==> src/rtl/pacote_pkg.sv <==
// pacote_pkg: packet field layout, channel count and receiver FSM state type.
package pacote_pkg;
    localparam int ADDR_MSB = 10;
    localparam int ADDR_LSB = 8;
    localparam int DATA_MSB = 7;
    localparam int DATA_LSB = 0;
    localparam int PACOTE_W = 11;
    localparam int N_CANAIS = 8;
    typedef enum logic [2:0] {OCIOSO, VERIFICA, GRAVA, REENVIO, DESCARTA} estado_t;
endpackage

==> src/rtl/calc_paridade.sv <==
// calc_paridade: even-parity bit expected for an 8-bit data byte.
module calc_paridade (
    input  logic [7:0] dado_i,
    output logic       paridade_o
);
    assign paridade_o = ^dado_i;
endmodule

==> src/rtl/receptor_pacote.sv <==
// receptor_pacote: parity-checked packet receiver with 8 channel registers and retry/discard FSM.
// Optional CONTADOR_ERROS_EN adds a saturating count of cycles spent in REENVIO/DESCARTA.
module receptor_pacote
    import pacote_pkg::*;
#(
    parameter int MAX_TENTATIVAS = 3
) (
    input  logic                    clk,
    input  logic                    rst,
    input  logic [PACOTE_W-1:0]     pacote,
    input  logic                    paridade,
    input  logic                    pacote_valido,
    output logic                    pacote_pronto,
    output logic                    solicitar_reenvio,
    output logic [N_CANAIS*8-1:0]   saida_canais,
    output logic [N_CANAIS-1:0]     canal_atualizado,
`ifdef CONTADOR_ERROS_EN
    output logic [7:0]              contagem_erros,
`endif
    output logic [N_CANAIS-1:0]     erro_persistente
);
    estado_t                 estado_q, estado_d;
    logic [PACOTE_W-1:0]     pacote_q;
    logic                    paridade_q;
    logic [2:0]              tentativas_q, tentativas_d;
    logic [N_CANAIS*8-1:0]   canais_q, canais_d;
    logic [N_CANAIS-1:0]     atualizado_q, atualizado_d;
    logic [N_CANAIS-1:0]     erro_q, erro_d;
    logic                    pronto_q, reenvio_q;
    logic                    paridade_calc;
    logic [2:0]              addr;
    logic [7:0]              dado;

    assign addr = pacote_q[ADDR_MSB:ADDR_LSB];
    assign dado = pacote_q[DATA_MSB:DATA_LSB];

    calc_paridade u_paridade (
        .dado_i     (dado),
        .paridade_o (paridade_calc)
    );

    always_comb begin
        estado_d     = estado_q;
        tentativas_d = tentativas_q;
        canais_d     = canais_q;
        atualizado_d = '0;
        erro_d       = erro_q;
        case (estado_q)
            OCIOSO:   estado_d = (pacote_valido && pronto_q) ? VERIFICA : OCIOSO;
            VERIFICA: estado_d = (paridade_calc == paridade_q) ? GRAVA :
                                 (tentativas_q < 3'(MAX_TENTATIVAS - 1)) ? REENVIO : DESCARTA;
            GRAVA: begin
                estado_d                      = OCIOSO;
                canais_d[{addr, 3'b000} +: 8] = dado;
                atualizado_d[addr]            = 1'b1;
                erro_d[addr]                  = 1'b0;
                tentativas_d                  = '0;
            end
            REENVIO: begin
                estado_d     = OCIOSO;
                tentativas_d = tentativas_q + 3'd1;
            end
            DESCARTA: begin
                estado_d     = OCIOSO;
                erro_d[addr] = 1'b1;
                tentativas_d = '0;
            end
            default: estado_d = OCIOSO;
        endcase
    end

    // Outputs are registered from the next state so they line up with the state they describe.
    always_ff @(posedge clk or posedge rst) begin
        if (rst) begin
            estado_q     <= OCIOSO;
            pacote_q     <= '0;
            paridade_q   <= 1'b0;
            tentativas_q <= '0;
            canais_q     <= '0;
            atualizado_q <= '0;
            erro_q       <= '0;
            pronto_q     <= 1'b1;
            reenvio_q    <= 1'b0;
        end else begin
            estado_q     <= estado_d;
            tentativas_q <= tentativas_d;
            canais_q     <= canais_d;
            atualizado_q <= atualizado_d;
            erro_q       <= erro_d;
            pronto_q     <= (estado_d == OCIOSO);
            reenvio_q    <= (estado_d == REENVIO);
            if (pacote_valido && pronto_q) begin
                pacote_q   <= pacote;
                paridade_q <= paridade;
            end
        end
    end

`ifdef CONTADOR_ERROS_EN
    logic [7:0] contagem_q;
    always_ff @(posedge clk or posedge rst) begin
        if (rst)
            contagem_q <= '0;
        else if ((estado_q == REENVIO || estado_q == DESCARTA) && contagem_q != 8'hFF)
            contagem_q <= contagem_q + 8'd1;
    end
    assign contagem_erros = contagem_q;
`endif

    assign pacote_pronto     = pronto_q;
    assign solicitar_reenvio = reenvio_q;
    assign saida_canais      = canais_q;
    assign canal_atualizado  = atualizado_q;
    assign erro_persistente  = erro_q;
endmodule

==> config.mk <==
export PLATFORM = sky130hd
export DESIGN_NAME = receptor_pacote
export DESIGN_NICKNAME = d
export VERILOG_FILES = /design/src/rtl/pacote_pkg.sv /design/src/rtl/calc_paridade.sv /design/src/rtl/receptor_pacote.sv
export SDC_FILE = /design/constraint.sdc
export NUM_CORES = 1
export LEC_CHECK = 0
export CORE_MARGIN = 2
export CORE_UTILIZATION = 57
export DETAILED_ROUTE_END_ITERATION = 10
export DONT_BUFFER_PORTS = 1
export GPL_ROUTABILITY_DRIVEN = 0
export PLACE_DENSITY = 0.75
export SYNTH_ARGS = -nofsm -noshare
export SYNTH_HDL_FRONTEND = slang
export SYNTH_HIERARCHICAL = 1
export SYNTH_SLANG_ARGS = --single-unit
==> constraint.sdc <==
create_clock -name clk -period 2.91 [get_ports clk]
set_input_delay 0.291 -clock clk [delete_from_list [all_inputs] [get_ports clk]]
set_output_delay 0.291 -clock clk [all_outputs]
set_load 0.1 [all_outputs]
==> metrics <==
run status completed; port bufs 0; Gate Count Post-Synth 323; cell mode on critical path ha_1; Worst setup SP type flip-flop; Commonest cells post-synth 99 x dfrtp_1, 65 x mux2_2, 24 x o21ai_0; Max Fclk 413.0 MHz; final hold viol count 0; # fillers 545; post-synthesis mux area share 19.91%; final setup fails 0; Post-Synth XOR/XNOR Area 1.637%; Initial Utilization 59.00%; CP Data Required Time 3.15 ns; Post-Synth Adder-Cell Area 2.047%; final instance area 4593 um^2; WP depth 5; largest net degree at the start of global routing 58; family with the most delay on the worst path simple AND/OR/NAND/NOR gates; Iteration-0 DRC Markers 140; Slew @ Worst Pin 0.9568 ns; area delta synth->final 7.339%; crit path max fanout 13; I/O Pins 97; Critical path destination saida_canais[0]; CP max stage cell or4_4; Slew HR 36.21%; worst r2r dst saida_canais[0]; vias 2492; placed cell area 4380 um^2; Primary FF master, synth dfrtp_1; chip width 90.65 um; # diodes 0; clk_skew 0.01131 ns; number of synthesis warnings 6; fin. max-slew vios 0; Worst Setup End Kind flip-flop; async set or reset register ratio after synthesis 100.0%; # DRC 0; CP Class reg2reg; total grt overflow 0; Critical Path AT 2.67 ns; vias in the first global route 2553; Core Footprint 7253 um^2; drt first pass iters 4; leading post-synthesis cells by cell area dfrtp_1 58%, mux2_2 17%, and2_1 2.9%, o21ai_0 2.8%, mux2_4 2.8%; RR Startpoint pacote_q[9]; final antenna-violating net count 0; Critical Path Max Stage Delay 0.68 ns; Tmin final 2.421 ns; total wire length 8389 um; final period utilization 83.20%; largest family of logic cells by synthesized area multiplexers; postcts setup bufs 0; GRT Total Usage 21.94%; share of cells above drive strength 1 30.61%; initial antenna violation count 0; Nets 347; htree depth 3; post-synth top area share 57.89%; first-pass GRT wire length 13790 um; Post-Synth Simple-Gate Area 11.32%; Synth Area in Compound Gates 4.737%; setup tns final 0 ns; dpl hpwl 5912 um; syn_area_per_cell 13.25 um^2; Critical Path Start pacote_q[9]; Hold WC Path Type in2reg; Num CTS Buffers 9; clk_lat worst skew 0.36 ns; number of synthesized flops with an enable pin 0; crit-path cells inv_1 -> ha_1 -> ha_1 -> or4_4 -> mux2_4; Net Count, Synth 345; sequential share of the synthesized area 58.51%; TritonCTS clock tree built; CTS clock-pin slew for the worst setup and hold paths 0.10 ns; Root Buffer clkbuf_8; average routed wire per standard cell 19.55 um; largest area contributor in the netlist dfrtp_1; CTS max path bufs 2; top-count cell post-synth dfrtp_1; Yosys cell types 35; Crit path buffers/inverters 1; max_cap viols 0; Reg2Reg Depth 5; DR vias/cell 5.809; clk sinks 100; Post-CTS Resized 0; netlist area before placement 4279 um^2; row count 31; sequential cell area 2504 um^2; flop-to-flop setup slack 0.49 ns; Die Area 8217 um^2; #FFs+latches synth 100; RSZ-0062 raised after global routing false; Die Height 90.65 um; multi-input logic area 1697 um^2
## sequential cells by signal (all words and copies together) (netlist names), named ones only
register	count
canal_atualizado	8
estado_q	3
pacote_pronto	1
pacote_q	11
paridade_q	1
saida_canais	64
solicitar_reenvio	1
tentativas_q	3
## cells by family (layout without fill, tap and decap cells)
| group | after synthesis | in the layout |
|---|---|---|
| AO/OA/AOI/OAI | 37 | 37 |
| XOR/XNOR | 8 | 8 |
| adder cells (fa/ha/maj) | 7 | 7 |
| buffers and inverters | 19 | 26 |
| flip-flops | 100 | 100 |
| multiplexers | 73 | 73 |
| AND/OR/NAND/NOR | 79 | 79 |
## worst min path at each step
stage                         to  slack, ns      start  cells after the start
2_1_floorplan        pacote_q[8]       0.43  pacote[8]                      2
3_3_place_gp   solicitar_reenvio       0.25        rst                      1
3_5_place_dp     tentativas_q[0]       0.26        rst                      1
4_1_cts              pacote_q[2]       0.06  pacote[2]                      1
5_1_grt              pacote_q[4]       0.05  pacote[4]                      1
6_report             pacote_q[2]       0.07  pacote[2]                      1
## timing repair
action	4_1_cts	5_1_grt
endpoints found under the setup margin	0	0
hold endpoints to repair	42	0
hold buffers	1	0
## placed cells by master (no fill, tap or decap), types with 2 or more instances in the layout
cell type and instances:
o21ai_0 24, ha_1 7, and2_1 20, inv_1 6, a31oi_1 2, or3_2 2, a22o_1 3, nor3_1 2
nand3_1 4, clkbuf_8 9, dfrtp_1 99, xnor2_1 6, mux2_2 65, nor2b_1 3, nand2_1 6, a21oi_1 6
xor2_1 2, nand2b_1 5, nor3b_1 5, mux2_4 8, nand4_1 4, and3_1 4, nor2_1 14, inv_6 4
and4b_1 3
## layout make-up
cell class	instances	area share, %
Inverter	7	0.6265
Timing Repair Buffer	3	0.8172
Clock inverter	7	1.716
Clock buffer	9	2.697
Tap cell	99	2.697
Sequential cell	100	54.51
Multi-Input combinational cell	204	36.94
## metrics by stage
stage,setup WS [ns],hold slack [ns],instances,util [%]
floorplan,0.001876,0.4295,323,-
CTS,0.4972,0.05602,429,63.33
detailed placement,0.5177,0.2575,412,60.39
finish,0.4888,0.07175,429,63.33
global route,0.3261,0.05277,429,63.33
global placement,0.6115,0.2537,412,60.39
## metal layers
layer / part of all wire [%] / global-route usage (%)
met1: 41 / 27.99
met2: 47 / 33.21
met3: 8.9 / 8.264
met4: 3.1 / 10.38
met5: 0 / 0
Power is not shown: default switching activity piles up to over one toggle a cycle in this logic, so the estimate is an artifact.
